$ cat config.mk
export PLATFORM = sky130hd
export DESIGN_NAME = program_launcher
export DESIGN_NICKNAME = d
export VERILOG_FILES = /design/src/rtl/program_launcher.sv
export SDC_FILE = /design/constraint.sdc
export NUM_CORES = 1
export LEC_CHECK = 0
export ABC_CLOCK_PERIOD_IN_PS = 2500
export CAP_MARGIN = 0
export CORE_MARGIN = 10
export CORE_UTILIZATION = 61
export CTS_BUF_LIST = sky130_fd_sc_hd__clkbuf_8
export DETAILED_ROUTE_END_ITERATION = 6
export PLACE_DENSITY = 0.85
export SYNTH_ARGS = -nofsm -noshare
export SYNTH_HDL_FRONTEND = slang
export SYNTH_SLANG_ARGS = --single-unit
$ cat constraint.sdc
create_clock -name clock -period 2.5 [get_ports clock]
set_input_delay 0.25 -clock clock [delete_from_list [all_inputs] [get_ports clock]]
set_output_delay 0.25 -clock clock [all_outputs]
set_load 0.02 [all_outputs]
$ cat src/rtl/program_launcher.sv
// rtl/program_launcher.sv - button synchroniser, debouncer and one-shot program selector launcher
module program_launcher #(
    parameter int DEBOUNCE_CYCLES = 1000000,
    parameter int HOLD_CYCLES     = 4
) (
    input  logic        clock,
    input  logic        reset_n,
    input  logic        btn_fib,
    input  logic        btn_sort,
    input  logic        btn_save,
    input  logic        btn_load,
    output logic [31:0] program_selector,
    output logic        launch,
    output logic        busy
);

    localparam int DW = (DEBOUNCE_CYCLES > 1) ? $clog2(DEBOUNCE_CYCLES) : 1;
    localparam int HW = $clog2(HOLD_CYCLES);
    localparam logic [DW-1:0] DB_LAST   = DW'(DEBOUNCE_CYCLES - 1);
    localparam logic [HW-1:0] HOLD_LAST = HW'(HOLD_CYCLES - 1);

    localparam logic [1:0] ST_IDLE         = 2'd0;
    localparam logic [1:0] ST_HOLD         = 2'd1;
    localparam logic [1:0] ST_WAIT_RELEASE = 2'd2;

    // Bit order matches priority: bit 0 (fib) is the highest.
    logic [3:0] raw;
    logic [3:0] sync1;
    logic [3:0] sync2;
    logic [3:0] db;
    logic [3:0] db_d;
    logic [3:0] rise;
    logic [DW-1:0] db_cnt [4];

    logic [1:0]    state;
    logic [HW-1:0] hold_cnt;
    logic [2:0]    sel_q;
    logic          launch_q;
    logic [2:0]    rise_code;

    assign raw = {btn_load, btn_save, btn_sort, btn_fib};

    always_ff @(posedge clock or negedge reset_n) begin
        if (!reset_n) begin
            sync1 <= 4'b0;
            sync2 <= 4'b0;
        end else begin
            sync1 <= raw;
            sync2 <= sync1;
        end
    end

    for (genvar i = 0; i < 4; i++) begin : g_debounce
        always_ff @(posedge clock or negedge reset_n) begin
            if (!reset_n) begin
                db_cnt[i] <= '0;
                db[i]     <= 1'b0;
            end else if (sync2[i] == db[i]) begin
                db_cnt[i] <= '0;
            end else if (db_cnt[i] == DB_LAST) begin
                db[i]     <= sync2[i];
                db_cnt[i] <= '0;
            end else begin
                db_cnt[i] <= db_cnt[i] + 1'b1;
            end
        end
    end

    always_ff @(posedge clock or negedge reset_n) begin
        if (!reset_n) begin
            db_d <= 4'b0;
        end else begin
            db_d <= db;
        end
    end

    assign rise = db & ~db_d;

    always_comb begin
        rise_code = 3'd0;
        if (rise[0]) begin
            rise_code = 3'd1;
        end else if (rise[1]) begin
            rise_code = 3'd2;
        end else if (rise[2]) begin
            rise_code = 3'd3;
        end else if (rise[3]) begin
            rise_code = 3'd4;
        end
    end

    // Rises outside IDLE are dropped, so a launch needs a full debounced release first.
    always_ff @(posedge clock or negedge reset_n) begin
        if (!reset_n) begin
            state    <= ST_IDLE;
            hold_cnt <= '0;
            sel_q    <= 3'd0;
            launch_q <= 1'b0;
        end else begin
            case (state)
                ST_IDLE: begin
                    if (rise != 4'b0) begin
                        state    <= ST_HOLD;
                        sel_q    <= rise_code;
                        hold_cnt <= HOLD_LAST;
                        launch_q <= 1'b1;
                    end else begin
                        sel_q    <= 3'd0;
                        launch_q <= 1'b0;
                    end
                end
                ST_HOLD: begin
                    launch_q <= 1'b0;
                    if (hold_cnt == '0) begin
                        state <= ST_WAIT_RELEASE;
                        sel_q <= 3'd0;
                    end else begin
                        hold_cnt <= hold_cnt - 1'b1;
                    end
                end
                ST_WAIT_RELEASE: begin
                    sel_q    <= 3'd0;
                    launch_q <= 1'b0;
                    if (db == 4'b0) begin
                        state <= ST_IDLE;
                    end
                end
                default: begin
                    state    <= ST_IDLE;
                    sel_q    <= 3'd0;
                    launch_q <= 1'b0;
                end
            endcase
        end
    end

    assign program_selector = {29'b0, sel_q};
    assign launch           = launch_q;
    assign busy             = (state == ST_HOLD) || (state == ST_WAIT_RELEASE);

endmodule
==> results.md, run 1 <==
* Status: finished, final reports clean
* Via density at 5.75
* P_int at 2200 uW
* Mapped Area at 5220 sq um
* Async S/R FF share, synth at 100%
* Port Buffers at 10
* Pin count of the biggest net entering global routing at 63
* Number of gates resized after CTS at 0
* Tcrit/Tclk final at 83.6%
* Nets@finish at 571
* Hold Fails Final Rpt at 0
* Layout cell share with drive strength beyond 1 at 8.39%
* Root Buffer: clkbuf_8
* Cells after synthesis at 536
* Pre-CTS setup slack at 0.429 ns
* Unrepaired setup endpoints after global routing: false
* Post-route ant nets at 0
* Area grow syn2layout at 6.98%
* Top cells by count, synth: dfrtp_1 (104), nor2_1 (66), nand2_1 (35)
* DR DRC count at 0
* Register share of total power at 59.9%
* Worst Path Max Fanout at 8
* Synth cell types at 44
* Fin Setup TNS at 0 ns
* Routed WL at 9560 um
* Worst path max stage delay at 0.63 ns
* Clk_skew at 0.00716 ns
* Via Count at 3825
* RR Endpoint: db_cnt[38]$_DFF_PN0_
* Setup crit start kind: flop
* CP Class: reg -> reg
* Die height at 113 um
* Hold-fix buffers, CTS at 1
* I/O pins at 40
* Yosys Warn Count at 0
* Register bit total from synthesis at 104
* Final min period at 2.09 ns
* Max Cap Violations at 0
* Worst hold stages at 1
* R2r setup slk at 0.41 ns
* Vias in the first global route at 3899
* Design Area, Final at 5580 sq um
* Htree depth at 3
* CTS clk-pin slew, worst paths at 0.09 ns
* Hold path endpoint: sync1[2]$_DFF_PN0_
* Post-synth top area cell: dfrtp_1
* Clock network fraction of design power at 35.0%
* Final worst setup slack at 0.411 ns
* EDFF count, synth at 0
* Worst r2r src: db_cnt[20]$_DFF_PN0_
* Diode count at 0
* Initial antenna violation count at 0
* Peak Freq at 0.479 GHz
* TritonCTS Buffers at 9
* Slew HR at 48.4%
* Final setup viols at 0
* Critical Path Source: db_cnt[20]$_DFF_PN0_
* Least-Margin Pin Slew at 0.775 ns
* Yosys top cell area share at 49.9%
* Average wire per standard cell at 14.4 um
* Cell with the most instances after synthesis: dfrtp_1
* Register area share after synthesis at 49.9%
* Core Region at 8260 sq um
* Arr. time, crit path at 2.38 ns
* Grt total ovfl at 0
* Setup bufs post-CTS at 0
* Deepest clock path buffer count at 2
* Area contributors post-synth: dfrtp_1 (50%), xnor2_1 (5.5%), nor2_1 (4.7%)
* Reg2Reg Depth at 5
* Final max-slew violation count at 0
* Worst EP required at 2.80 ns
* FP Rows at 33
* NetSw at 674 uW
* Switching share of total power at 23.5%
* Global-route usage over all layers at 15.4%
* Initial DRC Count at 203
* Max VDD drop at 365 uV
* First-pass iteration count of the detailed router at 6
* Routability-driven placement congestion ratio at 0.821
* Final HPWL DP at 6770 um
* First-pass GRT wire length at 17000 um
* Die X at 113 um
* Combinational share of power at 5.1%
* Placed inst area at 5390 sq um
* Top_reg_cell synth: dfrtp_1
* Total chip power at 2870 uW
* Clk sinks at 104
* Top cell by count, worst path: or4_1
* PD cells at 514 nW/um^2
* Min-delay src: btn_save
* Max stage delay cell, worst path: or4_1
* Mapped Avg Cell Area at 9.74 sq um
* Initial Util at 63.2%
* Clk Latency, worst-skew pair at 0.37 ns
* TritonCTS clock tree: done
* Worst path cell trace: ha_1 > nand2_1 > or4_1 > or4_1 > a21oi_1
* Die footprint at 12700 sq um
* Setup crit end kind: flop
* HP Class: in -> reg
* Hold slack final at 0.310 ns
* Static leakage at 0.00231 uW
==> metrics by stage <==
step	utilization, %	std cells
detailed placement	65.3	649
finish	67.6	665
global route	67.6	665
CTS	67.6	665
floorplan	-	564
global placement	65.3	649
==> registers in the layout (all words and copies together) (netlist names) <==
signal    cells
db_d          4
sel_q         3
state         2
launch        1
db_cnt       80
sync1         4
db            4
sync2         4
hold_cnt      2
==> layer usage <==
layer	vias up	track usage, %	share of wire, %
met1	1869	18.9	45
met3	14	3.89	5.5
met2	98	25.3	48
li1	1844	-	-
met5	-	0	0
met4	0	6.26	1.5
==> cells by family (layout without fill, tap and decap cells) <==
group,Yosys count,count (layout),synth area share (%)
other,1,29,0.0718
buffers and inverters,61,57,6.59
adder cells (fa/ha/maj),9,9,2.16
XOR/XNOR,51,51,8.56
AO/OA/AOI/OAI,64,64,7.33
flip-flops,104,104,49.9
AND/OR/NAND/NOR,240,240,24.1
multiplexers,6,6,1.29
==> worst max-delay path by stage <==
stage                                end  slack, ns  cells past startpoint
floorplan           db_cnt[38]$_DFF_PN0_       0.57                      6
global placement    db_cnt[38]$_DFF_PN0_       0.50                      5
detailed placement  db_cnt[38]$_DFF_PN0_       0.43                      5
CTS                 db_cnt[38]$_DFF_PN0_       0.42                      5
global route        db_cnt[38]$_DFF_PN0_       0.28                      5
finish              db_cnt[38]$_DFF_PN0_       0.41                      5
==> worst max-delay path: cells and delay by family (launching register included) <==
kind	cells	cell delay [ns]
fa+ha+maj	1	0.22
compound gates	1	0.15
simple gates	3	1.25
flops	1	0.39
==> area by class of cell <==
cell class                      instances  area [sq um]
Fill cell                             639          2670
Sequential cell                       104          2600
Multi-Input combinational cell        399          2380
Timing Repair Buffer                   23           210
Tap cell                              105           131
Clock buffer                            9           124
Inverter                               19          71.3
Clock inverter                          6          61.3
==> power groups by stage <==
stage	Sequential (uW)	Combinational (uW)	Clock, uW
after floorplan	1750	117	0
after global placement	1750	143	0
after detailed placement	1750	145	0
after CTS	1720	148	1030
after global routing	1720	166	1100
final	1720	147	1000
==> cells in the final DEF, fill, tap and decap left out, types with 4 or more instances in the layout <==
master | Yosys | final
a21oi_1 | 28 | 28
and3_1 | 9 | 9
buf_4 | 29 | 12
clkbuf_8 | 0 | 9
clkdlybuf4s50_1 | 0 | 9
conb_1 | 1 | 29
dfrtp_1 | 104 | 104
ha_1 | 9 | 9
inv_1 | 19 | 20
mux2_2 | 6 | 6
nand2_1 | 35 | 35
nand3_1 | 26 | 26
nand3b_1 | 5 | 5
nand4_1 | 20 | 20
nor2_1 | 66 | 66
nor2b_1 | 4 | 4
nor3_1 | 9 | 9
nor4_1 | 16 | 16
o21ai_0 | 18 | 18
o31ai_1 | 8 | 7
or2_2 | 5 | 5
or3_1 | 12 | 12
or4_1 | 13 | 13
xnor2_1 | 33 | 33
xor2_1 | 18 | 18
Note: power is estimated with default switching activity, not from simulation.
==> run 2: changes to the inputs <==
- ABC_CLOCK_PERIOD_IN_PS: 2500 -> 2000
- clock period: 2.5 -> 2 ns (I/O delays scaled with it)
==> run 2 against run 1 <==
Critical path depth did not move. Critical path type unchanged. Non-clock buffer count grew 18. Clock-buffer cell count did not move. Worst setup slack got worse by 0.32 ns. Die area unchanged. Total power increased by 36%. Utilization increased by 2.8 points. Highest routed layer unchanged. Largest power group unchanged. Via count increased by 3.6%. Hold slack got worse by 0.058 ns. Final cell count is 2.9% higher.
==> results.md, run 2 (synthesized netlist as in run 1, its figures left out) <==
* Final HPWL DP at 7230 um (+6.8%)
* Pin count of the biggest net entering global routing at 38 (-40%)
* Worst path max stage delay at 0.62 ns (about the same)
* Clk_skew at 0.00920 ns (+0.00204 ns)
* First-pass GRT wire length at 18200 um (+7.2%)
* Max VDD drop at 424 uV (+16%)
* Hold Fails Final Rpt at 0 (unchanged)
* Die height at 113 um (unchanged)
* Tcrit/Tclk final at 95.6% (+12 points)
* Arr. time, crit path at 2.18 ns (-0.20 ns)
* Status: finished, final reports clean
* Nets@finish at 589 (+3.2%)
* Area grow syn2layout at 11.5%
* Pre-CTS setup slack at -0.0163 ns (-0.446 ns)
* CTS clk-pin slew, worst paths at 0.10 ns (about the same)
* Via Count at 3961 (+3.6%)
* Hold slack final at 0.252 ns (-0.0582 ns)
* Unrepaired setup endpoints after global routing: false
* TritonCTS Buffers at 9 (unchanged)
* Max stage delay cell, worst path: or4_1
* Die footprint at 12700 sq um (unchanged)
* Final worst setup slack at 0.0874 ns (-0.324 ns)
* Largest register FFs at 80 (unchanged)
* Initial antenna violation count at 0 (unchanged)
* FP Rows at 33 (unchanged)
* Placed insts at 660 (+1.7%)
* Commonest cells after routing, fill and taps aside: dfrtp_1 (103), nor2_1 (66), nand2_1 (34)
* Via density at 5.79 (+0.68%)
* Setup crit end kind: flop
* Worst Path Max Fanout at 20 (+12)
* Core Region at 8260 sq um (unchanged)
* Worst EP required at 2.27 ns (-0.53 ns)
* Final setup viols at 0 (unchanged)
* Non-Filler Instances at 684 (+2.9%)
* Htree depth at 3 (unchanged)
* Final min period at 1.91 ns (-0.176 ns)
* Biggest register: db_cnt
* TritonCTS clock tree: done
* HP Class: in -> reg
* PD cells at 671 nW/um^2 (+30%)
* Initial DRC Count at 184 (-9.4%)
* I/O pins at 40 (unchanged)
* Commonest non-fill, non-tap cell in the layout: dfrtp_1
* Static leakage at 0.00244 uW (+5.6%)
* Diode count at 0 (unchanged)
* Worst path cell trace: or4_1 > nor4_4 > a21o_1 > buf_12 > a21oi_1
* Routability-driven placement congestion ratio at 0.875 (+6.5%)
* Clk Latency, worst-skew pair at 0.38 ns (about the same)
* Routed WL at 10500 um (+9.4%)
* Deepest clock path buffer count at 2 (unchanged)
* First-pass iteration count of the detailed router at 5 (-1)
* Worst path bufs/invs at 1 (+1)
* Port Buffers at 10 (unchanged)
* Initial Util at 63.2% (unchanged)
* CP Class: reg -> reg
* DR DRC count at 0 (unchanged)
* Vias in the first global route at 4076 (+4.5%)
* Max Cap Violations at 0 (unchanged)
* Layout cell share with drive strength beyond 1 at 12.4% (+4.0 points)
* Grt total ovfl at 0 (unchanged)
* Post-route ant nets at 0 (unchanged)
* Clk sinks at 104 (unchanged)
* Peak Freq at 0.523 GHz (+9.2%)
* Total chip power at 3900 uW (+36%)
* Cell family with most CP delay: simple AND/OR/NAND/NOR gates
* Global-route usage over all layers at 16.7% (+1.3 points)
* Final max-slew violation count at 0 (unchanged)
* Average wire per standard cell at 15.3 um (+6.4%)
* Die X at 113 um (unchanged)
* Root Buffer: clkbuf_8
* Setup crit start kind: flop
## run 2: stage by stage
stage	utilization (%)	area, sq um	setup TNS [ns]
finish	70.5	5820	0
floorplan	-	5330	0
detailed placement	66.4	5480	-0.0163
global route	70.5	5820	0
global placement	66.4	5480	0
CTS	69.6	5750	0
## run 2: path summary, 6_finish.rpt
| kind | cells past startpoint | from | slack [ns] | endpoint |
|---|---|---|---|---|
| max in group asynchronous | 3 | reset_n | 1.05 | db_cnt[21]$_DFF_PN0_ |
| setup reg to reg | 5 | db_cnt[55]$_DFF_PN0_ | 0.09 | db_cnt[55]$_DFF_PN0_ |
| setup / recovery | 5 | db_cnt[55]$_DFF_PN0_ | 0.09 | db_cnt[55]$_DFF_PN0_ |
| min in group asynchronous | 2 | reset_n | 0.32 | db_cnt[60]$_DFF_PN0_ |
| hold reg to reg | 0 | sync1[1]$_DFF_PN0_ | 0.36 | sync2[1]$_DFF_PN0_ |
| hold / removal | 1 | btn_save | 0.25 | sync1[2]$_DFF_PN0_ |
## run 2: per-layer routing
layer | global-route usage (%) | vias to the layer above | share of wire [%]
met3 | 5.06 | 22 | 5.4
met5 | 0 | - | 0
met4 | 6.35 | 0 | 1.7
li1 | - | 1895 | -
met1 | 19.4 | 1948 | 43
met2 | 28.3 | 96 | 50
## run 2: final cells by class
cell class	count	area, sq um
Clock inverter	7	119
Inverter	19	71.3
Multi-Input combinational cell	399	2410
Tap cell	105	131
Sequential cell	104	2600
Fill cell	589	2440
Clock buffer	9	124
Timing Repair Buffer	41	360
## run 2: power by group
group          internal [uW]  switching, uW
sequential              2130           22.4
combinational           51.9            139
clock                    833            728
## run 2: what timing repair did
item / in CTS / in global routing
buffers inserted: 0 / 7
setup endpoints to repair: 22 / 24
hold endpoints to repair: 34 / 0
hold buffers: 1 / 0
gates resized for setup: 2 / 6
pin swaps: 0 / 3
==> run 3: changes to the inputs <==
- ABC_AREA: default -> 1
- PLACE_DENSITY: 0.85 -> 0.84
==> run 3 against run 2 <==
First-iteration DRC count up 38%. Routed wire length up 5.5%. Non-clock buffer count down 28. Final cell count up 26%. Register-to-register slack better by 0.24 ns. Combinational power about the same. Final area up 5.2%. Critical endpoint is now hold_cnt[0]$_DFFE_PN0P_. Highest routed layer unchanged.
==> results.md, run 3 <==
* Static leakage at 0.00264 uW (+8.0%)
* Yosys Warn Count at 0 (unchanged)
* Core Region at 9200 sq um (+11%)
* Critical Path Source: state[1]$_DFFE_PN0P_
* Filler cells at 773 (+31%)
* PD cells at 620 nW/um^2 (-7.6%)
* Max VDD drop at 568 uV (+34%)
* Initial antenna violation count at 0 (unchanged)
* FP Rows at 35 (+6.1%)
* Hold Fails Final Rpt at 0 (unchanged)
* Peak Freq at 0.599 GHz (+15%)
* Routability-driven placement congestion ratio at 0.914 (+4.5%)
* Tcrit/Tclk final at 83.5% (-12 points)
* Area grow syn2layout at 6.58%
* Initial DRC Count at 253 (+38%)
* Yosys top cell area share at 45.3% (-4.5 points)
* Cell with the most instances after synthesis: nor2_1
* Final setup viols at 0 (unchanged)
* Mapped Avg Cell Area at 7.95 sq um (-18%)
* Diode count at 0 (unchanged)
* Average wire per standard cell at 12.8 um (-16%)
* TritonCTS Buffers at 9 (unchanged)
* Area contributors post-synth: dfrtp_1 (45%), nor2_1 (11%), nand2_1 (8.6%)
* Global-route usage over all layers at 16.9% (+0.23 points)
* Post-synth top area cell: dfrtp_1
* Final HPWL DP at 8570 um (+19%)
* Htree depth at 3 (unchanged)
* Die X at 117 um (+4.0%)
* Deepest clock path buffer count at 2 (unchanged)
* Port Buffers at 10 (unchanged)
* Mapped Area at 5740 sq um (+10%)
* Root Buffer: clkbuf_8
* Register share of total power at 56.7% (+1.6 points)
* Pin count of the biggest net entering global routing at 46 (+21%)
* CP Class: reg -> reg
* Worst r2r src: state[1]$_DFFE_PN0P_
* Register bit total from synthesis at 104 (unchanged)
* Worst Path Max Fanout at 6 (-70%)
* I/O pins at 40 (unchanged)
* Post-route ant nets at 0 (unchanged)
* Top_reg_cell synth: dfrtp_1
* Clock network fraction of design power at 38.4% (-1.6 points)
* Cells after synthesis at 722 (+35%)
* Switching share of total power at 23.7% (+0.96 points)
* Die footprint at 13700 sq um (+8.2%)
* Register area share after synthesis at 45.3% (-4.5 points)
* Via Count at 4533 (+14%)
* Die height at 117 um (+4.0%)
* Top cells by count, synth: nor2_1 (173), nand2_1 (132), dfrtp_1 (104)
* Status: finished, final reports clean
* NetSw at 901 uW (+1.3%)
* P_int at 2890 uW (-4.0%)
* First-pass iteration count of the detailed router at 5 (unchanged)
* Async S/R FF share, synth at 100% (unchanged)
* Worst EP required at 2.26 ns (about the same)
* Final min period at 1.67 ns (-0.243 ns)
* Final max-slew violation count at 0 (unchanged)
* Clk sinks at 104 (unchanged)
* Largest register FFs at 80 (unchanged)
* CTS clk-pin slew, worst paths at 0.10 ns (about the same)
* Combinational share of power at 5.0% (about the same)
* DR DRC count at 0 (unchanged)
* Setup crit end kind: flop
* Biggest register: db_cnt
* EDFF count, synth at 0 (unchanged)
* Synth cell types at 35 (-20%)
* Initial Util at 62.4% (-0.76 points)
* HP Class: in -> reg
* Commonest cells after routing, fill and taps aside: nor2_1 (173), nand2_1 (132), dfrtp_1 (104)
* TritonCTS clock tree: done
* Commonest non-fill, non-tap cell in the layout: nor2_1
* Min-delay src: btn_save
* Fin Setup TNS at 0 ns (unchanged)
* Clk Latency, worst-skew pair at 0.37 ns (about the same)
* Via density at 5.28 (-8.9%)
* First-pass GRT wire length at 18900 um (+3.7%)
* Grt total ovfl at 0 (unchanged)
* Layout cell share with drive strength beyond 1 at 8.42% (-4.0 points)
* Hold slack final at 0.260 ns (+0.00847 ns)
* Setup crit start kind: flop
* Arr. time, crit path at 1.93 ns (-0.25 ns)
* Clk_skew at 0.00481 ns (-0.00440 ns)
* Nets@finish at 758 (+29%)
* Routed WL at 11000 um (+5.5%)
* Max Cap Violations at 0 (unchanged)
* Unrepaired setup endpoints after global routing: false
* Vias in the first global route at 4376 (+7.4%)
run 3: final timing paths:
check	cells past startpoint	slack [ns]	to
min in group asynchronous	2	0.32	db_cnt[55]$_DFF_PN0_
worst max register to register	9	0.33	hold_cnt[0]$_DFFE_PN0P_
worst max-delay path	9	0.33	hold_cnt[0]$_DFFE_PN0P_
worst min register to register	0	0.36	sync2[3]$_DFF_PN0_
worst min-delay path	1	0.26	sync1[2]$_DFF_PN0_
max in group asynchronous	3	1.00	state[1]$_DFFE_PN0P_
run 3: layout make-up:
type / count / area, sq um / share of cell area, %
tap: 111 / 139 / 2.27
timing repair buffer: 13 / 138 / 2.25
inverter: 70 / 263 / 4.29
multi-input combinational: 545 / 2750 / 45.0
clock buffer: 9 / 124 / 2.02
clock inverter: 7 / 103 / 1.68
sequential: 104 / 2600 / 42.5
run 3: power by group through the flow:
stage	Clock, uW	Combinational (uW)	Sequential, uW
after global routing	1580	216	2150
after CTS	1500	191	2150
after floorplan	0	161	2190
after global placement	0	183	2190
after detailed placement	0	189	2190
final	1460	188	2150
run 3: through the flow:
step / std cells / cell area [sq um] / worst slack [ns] / total power [uW] / util [%]
global route: 859 / 6120 / 0.156 / 3950 / 66.6
CTS: 859 / 6120 / 0.0255 / 3840 / 66.5
floorplan: 750 / 5850 / 0.569 / 2350 / -
detailed placement: 842 / 5880 / 0.367 / 2380 / 64.0
global placement: 842 / 5880 / 0.473 / 2370 / 64.0
finish: 859 / 6120 / 0.330 / 3790 / 66.6
run 3: cells by family after synthesis:
logic type	share of synthesized area (%)
other cells	0.0653
xor+xnor	7.08
compound gates	3.01
flops	45.3
fa+ha+maj	1.96
simple gates	34.0
buf+inv	8.58
run 3: what timing repair did:
item                                   CTS  global route
setup endpoints to repair                0             1
gates resized for setup                  0             1
buffers inserted                         0             0
hold buffers                             1             0
endpoints found under the hold margin   34             0
run 3: worst max-delay path, cell delays in order (launching register included):
cell	delay [ns]
dfrtp_1	0.42
inv_1	0.11
ha_1	0.19
inv_1	0.06
nor2_1	0.30
inv_1	0.10
o21ai_0	0.15
nand2_1	0.12
nand2_1	0.07
nand2_1	0.05
run 3: routing by layer:
layer	GRT usage, %	wire [um]	vias to the layer above
li1	-	-	2260
met1	20.8	4750	2122
met2	28.8	5420	126
met3	3.36	633	25
met4	6.10	218	0
met5	0	0	-
